===== config.mk =====
export PLATFORM = sky130hd
export DESIGN_NAME = pe_seq_flat
export DESIGN_NICKNAME = d
export VERILOG_FILES = /design/src/rtl/pe_seq_if.sv /design/src/rtl/pe_seq.sv /design/src/flat_wrapper.sv
export SDC_FILE = /design/constraint.sdc
export NUM_CORES = 1
export LEC_CHECK = 0
export CAP_MARGIN = 15
export CORE_MARGIN = 2
export CORE_UTILIZATION = 40
export DETAILED_ROUTE_END_ITERATION = 7
export GPL_TIMING_DRIVEN = 0
export PLACE_DENSITY = 0.67
export SLEW_MARGIN = 10
export SYNTH_ARGS = -nofsm -noshare
export SYNTH_HDL_FRONTEND = slang
export SYNTH_SLANG_ARGS = --single-unit
export TNS_END_PERCENT = 10

===== constraint.sdc =====
create_clock -name iCLK -period 2.7 [get_ports iCLK]
set_input_delay 0.27 -clock iCLK [delete_from_list [all_inputs] [get_ports iCLK]]
set_output_delay 0.27 -clock iCLK [all_outputs]
set_load 0.01 [all_outputs]

===== src/rtl/pe_seq_if.sv =====
// Bundles the layer-controller job port, the operand-buffer read port, the PE
// psum connections and the result handshake of the MAC sequencer.
interface pe_seq_if #(
   parameter int BW = 16,
   parameter int AW = 8
);
   logic                 iStart;
   logic [AW-1:0]        iLen;
   logic signed [BW-1:0] iBias;
   logic                 oBusy;
   logic                 oRdEn;
   logic [AW-1:0]        oAddr;
   logic signed [BW-1:0] iPeSum;
   logic signed [BW-1:0] oPeSum;
   logic signed [BW-1:0] oResult;
   logic                 oValid;
   logic                 iReady;

   modport master (
      input  iStart, iLen, iBias, iPeSum, iReady,
      output oBusy, oRdEn, oAddr, oPeSum, oResult, oValid
   );

   modport slave (
      output iStart, iLen, iBias, iPeSum, iReady,
      input  oBusy, oRdEn, oAddr, oPeSum, oResult, oValid
   );
endinterface


===== src/rtl/pe_seq.sv =====
// Sequencer for one MAC processing element: walks the shared X/W buffer
// address, steers bias or the PE's own output back into the PE psum input,
// and hands the finished dot product out on a valid/ready port.
//
// state   | meaning
// --------+---------------------------------------------------------------
// S_IDLE  | waiting for iStart; iLen/iBias latched on acceptance
// S_RUN   | issuing buffer reads, one address per cycle
// S_DRAIN | two cycles letting the buffer and PE pipelines empty
// S_DONE  | oResult valid, held until oValid & iReady
module pe_seq #(
   parameter int BW = 16,
   parameter int AW = 8
) (
   input  logic         iCLK,
   input  logic         iRSTn,
   pe_seq_if.master     bus
);

   typedef enum logic [1:0] {
      S_IDLE  = 2'd0,
      S_RUN   = 2'd1,
      S_DRAIN = 2'd2,
      S_DONE  = 2'd3
   } state_t;

   state_t               state_q, state_d;
   logic [AW-1:0]        len_q, len_d;
   logic signed [BW-1:0] bias_q, bias_d;
   logic [AW-1:0]        addr_q, addr_d;
   logic                 rd_en_q, rd_en_d;
   logic                 drain_q, drain_d;
   // rd_dly: an operand pair is sitting at the PE inputs this cycle
   logic                 rd_dly_q, rd_dly_d;
   // first: that pair is term 0, so the PE must see the bias, not its feedback
   logic                 first_q, first_d;
   logic signed [BW-1:0] result_q, result_d;

   // State register and all datapath flops; everything clears on reset.
   always_ff @(posedge iCLK or negedge iRSTn) begin
      if (!iRSTn) begin
         state_q  <= S_IDLE;
         len_q    <= '0;
         bias_q   <= '0;
         addr_q   <= '0;
         rd_en_q  <= 1'b0;
         drain_q  <= 1'b0;
         rd_dly_q <= 1'b0;
         first_q  <= 1'b0;
         result_q <= '0;
      end else begin
         state_q  <= state_d;
         len_q    <= len_d;
         bias_q   <= bias_d;
         addr_q   <= addr_d;
         rd_en_q  <= rd_en_d;
         drain_q  <= drain_d;
         rd_dly_q <= rd_dly_d;
         first_q  <= first_d;
         result_q <= result_d;
      end
   end

   // Next-state logic; the read enable is registered so the buffer sees it
   // one cycle after the decision, and the psum flags trail it by one more.
   always_comb begin
      state_d  = state_q;
      len_d    = len_q;
      bias_d   = bias_q;
      addr_d   = addr_q;
      rd_en_d  = rd_en_q;
      drain_d  = drain_q;
      result_d = result_q;
      rd_dly_d = rd_en_q;
      first_d  = rd_en_q & ~rd_dly_q;

      case (state_q)
         S_IDLE: begin
            if (bus.iStart) begin
               len_d  = bus.iLen;
               bias_d = bus.iBias;
               if (bus.iLen != '0) begin
                  state_d = S_RUN;
                  rd_en_d = 1'b1;
                  addr_d  = '0;
               end else begin
                  // Empty job: the dot product is just the bias.
                  state_d  = S_DONE;
                  result_d = bus.iBias;
               end
            end
         end
         S_RUN: begin
            if (addr_q == len_q - AW'(1)) begin
               state_d = S_DRAIN;
               rd_en_d = 1'b0;
               addr_d  = '0;
               drain_d = 1'b0;
            end else begin
               addr_d = addr_q + AW'(1);
            end
         end
         S_DRAIN: begin
            if (!drain_q) begin
               drain_d = 1'b1;
            end else begin
               // The last term's psum is on iPeSum this cycle.
               drain_d  = 1'b0;
               result_d = bus.iPeSum;
               state_d  = S_DONE;
            end
         end
         S_DONE: begin
            if (bus.iReady) begin
               state_d = S_IDLE;
            end
         end
         default: begin
            state_d = S_IDLE;
         end
      endcase
   end

   // Output decode; oPeSum depends only on registered flags and iPeSum.
   always_comb begin
      bus.oBusy   = (state_q != S_IDLE);
      bus.oValid  = (state_q == S_DONE);
      bus.oRdEn   = rd_en_q;
      bus.oAddr   = addr_q;
      bus.oResult = result_q;
      bus.oPeSum  = '0;
      if (rd_dly_q) begin
         bus.oPeSum = first_q ? bias_q : bus.iPeSum;
      end
   end

endmodule

===== src/flat_wrapper.sv =====
// flat-port wrapper written by rule: the top's interface ports become plain ports
module pe_seq_flat 
#(
   parameter int BW = 16,
   parameter int AW = 8
)
  (iCLK, iRSTn, bus_iStart, bus_iLen, bus_iBias, bus_iPeSum, bus_iReady, bus_oBusy, bus_oRdEn, bus_oAddr, bus_oPeSum, bus_oResult, bus_oValid);
  pe_seq_if #(.BW(BW), .AW(AW)) bus_i ();
  input  logic iCLK;
  input  logic iRSTn;
  input wire logic [$bits(bus_i.iStart)-1:0] bus_iStart;
  input wire logic [$bits(bus_i.iLen)-1:0] bus_iLen;
  input wire logic [$bits(bus_i.iBias)-1:0] bus_iBias;
  input wire logic [$bits(bus_i.iPeSum)-1:0] bus_iPeSum;
  input wire logic [$bits(bus_i.iReady)-1:0] bus_iReady;
  output wire logic [$bits(bus_i.oBusy)-1:0] bus_oBusy;
  output wire logic [$bits(bus_i.oRdEn)-1:0] bus_oRdEn;
  output wire logic [$bits(bus_i.oAddr)-1:0] bus_oAddr;
  output wire logic [$bits(bus_i.oPeSum)-1:0] bus_oPeSum;
  output wire logic [$bits(bus_i.oResult)-1:0] bus_oResult;
  output wire logic [$bits(bus_i.oValid)-1:0] bus_oValid;
  assign bus_i.iStart = bus_iStart;
  assign bus_i.iLen = bus_iLen;
  assign bus_i.iBias = bus_iBias;
  assign bus_i.iPeSum = bus_iPeSum;
  assign bus_i.iReady = bus_iReady;
  assign bus_oBusy = bus_i.oBusy;
  assign bus_oRdEn = bus_i.oRdEn;
  assign bus_oAddr = bus_i.oAddr;
  assign bus_oPeSum = bus_i.oPeSum;
  assign bus_oResult = bus_i.oResult;
  assign bus_oValid = bus_i.oValid;
  pe_seq #(.BW(BW), .AW(AW)) u_core (.iCLK(iCLK), .iRSTn(iRSTn), .bus(bus_i));
endmodule

After elaboration in Yosys (flattened, before gate mapping)
Index checks and enable logic that the tools add are counted.
Word-level totals
  output and inout bits: 43
  word-level logic and storage cells: 57
  input port bits: 44
  bits in registers: 54
Cells by class
  eq/ne operators: 10
  add/sub/neg operators: 2
  reductions and logical operators: 12
  muxes and demuxes: 22
  bitwise logic cells: 2
Operator list (number)
  $mux 16: 5
  $pmux 16 s2: 1
  $mux 8: 3
  $pmux 8 s2: 1
  $reduce_and 4->1: 3
  $mux 2: 5
  $add 8x1->8 const B: 1
  $eq 8x8->1: 1
  $pmux 2 s4: 1
  $reduce_bool 2->1: 4
  $reduce_bool 8->1: 1
  $sub 8x1->8 const B: 1
  $ne 2x1->1 const B: 3
  $ne 2x2->1 const B: 3
  $eq 2x2->1 const B: 2
  $mux 1: 4
  $pmux 1 s2: 2
  $reduce_and 2->1: 2
  $reduce_and 3->1: 1
  $eq 2x1->1 const B: 1
  $logic_not 2->1: 1
  $and 1x1->1: 1
  $not 1->1: 1

Logic depth before layout (Yosys ltp)
Gate-level depths: netlist of run 1.
  word-level depth: 4
  gate-level depth with buffers: 10
  gate-level depth less buffers: 8

Least setup slack after synthesis of run 1
Ideal clock, no wire load.
  path type: register -> register
  start point: register u_core.len_q[2]
  end point: register u_core.state_q[0]
  stages on the path, launching flop included: 9
  path buffers: 2
  setup time: 0.079 ns
  period minus slack after synthesis: 2.412 ns
  required time: 2.621 ns
  setup slack: 0.288 ns
  arrival time: 2.332 ns
  path through: dfrtp_1 -> buf_6 -> or3_4 -> or3_4 -> a2111oi_4 -> o211ai_2 -> buf_6 -> a211oi_4 -> mux2i_1
On the way
  word-level cells in the longest chain between the ends: 4
Ends and longest elaborated chain
  from (decl): line pe_seq.sv:28  | logic [AW-1:0] len_q, len_d;
  from (signal assigned): line pe_seq.sv:53  | len_q <= len_d;
  $sub 8x1->8: line pe_seq.sv:94  | if (addr_q == len_q - AW'(1)) begin
  $eq 8x8->1: line pe_seq.sv:94
  $ne 2x1->1 (no source line)
  $reduce_and 4->1 (no source line)
  to (signal assigned): line pe_seq.sv:52  | state_q <= state_d;
  to (decl): line pe_seq.sv:27  | state_t state_q, state_d;
Every way passes these cells.
A chain may end at the register's enable or synchronous reset.

Worst setup path in the final report of run 1
Ends and elaborated chain as after synthesis.

==> results of run 1 <==
## cell families (layout without fill, tap and decap cells)
kind of cell | after synthesis | after routing
and+or+nand+nor | 77 | 77
muxes | 59 | 59
DFF | 54 | 54
AOI/OAI and AO/OA | 46 | 46
buffers and inverters | 27 | 122
xor gates and xnor gates | 10 | 10
adders and majority gates | 6 | 6
## routing by layer
layer | GRT usage [%] | share of wire, % | up-vias
met5 | 0 | 0 | -
met4 | 5.000 | 1.1 | 0
met3 | 3.521 | 4.1 | 8
met2 | 30.70 | 49 | 57
met1 | 25.57 | 46 | 1201
li1 | - | - | 1175
## sequential cells by signal, summed over array words and instances, names as in the netlist
| signal | flops |
|---|---|
| u_core.len_q | 8 |
| u_core.drain_q | 1 |
| u_core.state_q | 2 |
| u_core.rd_dly_q | 1 |
| u_core.bus.oRdEn | 1 |
| u_core.first_q | 1 |
| u_core.bus.oAddr | 8 |
| u_core.bias_q | 16 |
| u_core.bus.oResult | 16 |
## cell usage in the layout (no fill, tap or decap), types with 7 or more instances in the layout
cell type        Yosys  layout
clkbuf_1            14       9
clkdlybuf4s50_1      0      85
dfrtp_1             54      53
mux2_2              24      24
o21ai_0              7       7
inv_1               11      11
nor2_1              20      20
mux2i_1             35      35
nand2_1             13      13
xnor2_1              7       7
a21oi_1             19      19
nor2b_1             21      21
## power breakdown
| part | switching, uW | leakage [uW] | internal (uW) |
|---|---|---|---|
| combinational | 1120 | 0.000891 | 1180 |
| sequential | 286 | 0.000636 | 1190 |
| clock | 269 | 0.0000472 | 207 |
| total | 1670 | 0.00157 | 2570 |
## what timing repair did
item	4_1_cts	5_1_grt
hold buffers	0	0
buffers inserted	0	2
endpoints found under the setup margin	26	27
gates resized for setup	3	5
## area by class of cell
| type | count | area [um^2] | share of cell area (%) |
|---|---|---|---|
| Inverter | 11 | 41.29 | 1.012 |
| Clock inverter | 2 | 12.51 | 0.3067 |
| Timing Repair Buffer | 88 | 873.3 | 21.40 |
| Clock buffer | 6 | 82.58 | 2.024 |
| Sequential cell | 54 | 1353 | 33.15 |
| Buffer | 15 | 76.32 | 1.871 |
| Tap cell | 99 | 123.9 | 3.036 |
| Multi-Input combinational cell | 198 | 1518 | 37.20 |
## per-stage QoR
| stage | cells | hold slack, ns | util (%) | worst slack (ns) | power, uW |
|---|---|---|---|---|---|
| after floorplan | 279 | -0.02559 | - | 0.2885 | 2869 |
| after global placement | 464 | 0.4457 | 54.87 | -0.4468 | 3700 |
| after detailed placement | 464 | 0.3700 | 54.84 | -0.3303 | 3753 |
| after CTS | 472 | 0.02732 | 56.21 | 0.03987 | 4250 |
| after global routing | 473 | 0.04253 | 56.56 | 0.01778 | 4586 |
| final | 473 | -0.006632 | 56.56 | 0.1257 | 4241 |
## final timing paths
check / depth (start not counted) / endpoint / startpoint / slack, ns
setup / recovery: 8 / u_core.state_q[0] / u_core.len_q[2] / 0.13
hold / removal: 1 / u_core.bus.oAddr[7] / iRSTn / -0.007
setup reg to reg: 8 / u_core.state_q[0] / u_core.len_q[2] / 0.13
hold reg to reg: 0 / u_core.rd_dly_q / u_core.bus.oRdEn / 0.46
max in group asynchronous: 1 / u_core.len_q[0] / iRSTn / 2.20
min in group iCLK: 0 / u_core.rd_dly_q / u_core.bus.oRdEn / 0.46
==> flow_metrics.env, run 1 <==
export IMPL_synthFlopType="dfrtp_1"
export IMPL_critPathKind="flop to flop"
export IMPL_wl_per_cell_um=15.60
export IMPL_yosysTopAreaCellShare_pct=45.44
export IMPL_die_w_um=90.23
export IMPL_cap_viol_max_count=0
export IMPL_synth_edf_count=0
export IMPL_grt_pass1_vias=2426
export IMPL_antenna_found_initial=0
export IMPL_clkSinkCount=54
export IMPL_nFillCells=661
export IMPL_vias_per_cell=5.161
export IMPL_status="complete, but fails checks"
export IMPL_num_rows=31
export IMPL_synthMuxAreaShare_pct=20.87
export IMPL_yosysMostFrequentCell="dfrtp_1"
export IMPL_synth_top_cells_by_count="54 x dfrtp_1, 35 x mux2i_1, 24 x mux2_2, 21 x nor2b_1, 20 x nor2_1"
export IMPL_synth_xor_area_share_pct=2.945
export IMPL_synthSimpleGateAreaFrac_pct=13.67
export IMPL_clockBufferDepth=2
export IMPL_route_detailed_drc=0
export IMPL_cts_root_buf="clkbuf_8"
export IMPL_cellPowerDensity_mw_per_mm2=1039
export IMPL_synthesis_area_mm2=0.002974
export IMPL_setup_tns_final_ns=0
export IMPL_crit_family="compound AO/OA/AOI/OAI gates"
export IMPL_failed_checks="hold timing"
export IMPL_hold_slack_ns=-0.006632
export IMPL_synthCells=279
export IMPL_synth_top_family_by_area="multiplexers"
export IMPL_slew_headroom_pct=51.72
export IMPL_critPathMaxFanout=10
export IMPL_dpl_hpwl_mm=5.359
export IMPL_required_ns=2.92
export IMPL_fin_area_mm2=0.004080
export IMPL_worst_pin_slew_ns=0.7241
export IMPL_synth_nets=329
export IMPL_htreeDepth=2
export IMPL_start_util_pct=41.22
export IMPL_rsz0062_at_grt="no"
export IMPL_path_cells="buf_6 > or3_4 > or3_4 > a2111oi_4 > o211ai_2 > buf_6 > a211oi_4 > mux2i_1"
export IMPL_io_buffers=86
export IMPL_crit_path_start_kind="flop"
export IMPL_grt_max_degree=55
export IMPL_fmax_mhz=388.4
export IMPL_ys_seq_area_share_pct=45.44
export IMPL_via_count=2441
export IMPL_area_growth_pct=37.19
export IMPL_synth_seq_cells=54
export IMPL_diodes=0
export IMPL_drt_pass1_iter_count=4
export IMPL_synthAdderAreaFrac_pct=2.524
export IMPL_grt_usage_pct=18.73
export IMPL_tritoncts="done"
export IMPL_clkLatencyLatePin_ns=0.31
export IMPL_endpoint_kind="flop"
export IMPL_setup_viol=0
export IMPL_post_route_period_util_pct=95.35
export IMPL_vdd_ir_drop_max_v=0.0006293
export IMPL_drv_slew=0
export IMPL_skew_ns=0.01125
export IMPL_avgSynthCellArea_um2=10.66
export IMPL_path_clk_slew_ns=0.10
export IMPL_path_buf_inv=2
export IMPL_layout_drive_gt1_share_pct=13.37
export IMPL_ant_nets=0
export IMPL_cts_buffers=5
export IMPL_grt_pass1_wl_mm=12.34
export IMPL_slowest_stage="or3_4"
export IMPL_hold_path_class="primary input to async pin"
export IMPL_period_needed_ns=2.574
export IMPL_yosys_warnings=0
export IMPL_drt_total_wl_mm=7.378
export IMPL_critPathMaxStageDelay_ns=0.40
export IMPL_drtIter0Drc=74
export IMPL_placed_area_mm2=0.003956
export IMPL_p_leak_uw=0.001575
export IMPL_grt_ovfl_total=0
export IMPL_hold_viol_final=9
export IMPL_nets=423
export IMPL_synth_cell_type_count=35
export IMPL_netlist_top_cells_area="dfrtp_1 45%, mux2i_1 12%, mux2_2 9.1%"
export IMPL_cp_arrival_ns=2.80
export IMPL_die_h_um=90.23
export IMPL_async_flop_share_pct=100.0
export IMPL_boundaryPins=87
export IMPL_core_area_mm2=0.007214
export IMPL_synth_compound_area_share_pct=10.64
export IMPL_yosys_area_top_type="dfrtp_1"
export IMPL_dieArea_mm2=0.008141
export IMPL_gp_congestion=0.8120
(Power assumes the default switching activity.)
==> inputs of run 2 (changes only) <==
--- a/config.mk
+++ b/config.mk
@@ -5,6 +5,7 @@
 export SDC_FILE = /design/constraint.sdc
 export NUM_CORES = 1
 export LEC_CHECK = 0
+export ABC_CLOCK_PERIOD_IN_PS = 2700
 export CAP_MARGIN = 15
 export CORE_MARGIN = 2
 export CORE_UTILIZATION = 40
==> results of run 2 <==
Same layout as run 1: the final DEF is identical, and so are final timing and power.
==> inputs of run 3 (changes only) <==
--- a/config.mk
+++ b/config.mk
@@ -6,7 +6,7 @@
 export NUM_CORES = 1
 export LEC_CHECK = 0
 export ABC_CLOCK_PERIOD_IN_PS = 2700
-export CAP_MARGIN = 15
+export CAP_MARGIN = 20
 export CORE_MARGIN = 2
 export CORE_UTILIZATION = 40
 export DETAILED_ROUTE_END_ITERATION = 7
==> results of run 3 <==
Same layout as run 1: the final DEF is identical, and so are final timing and power.
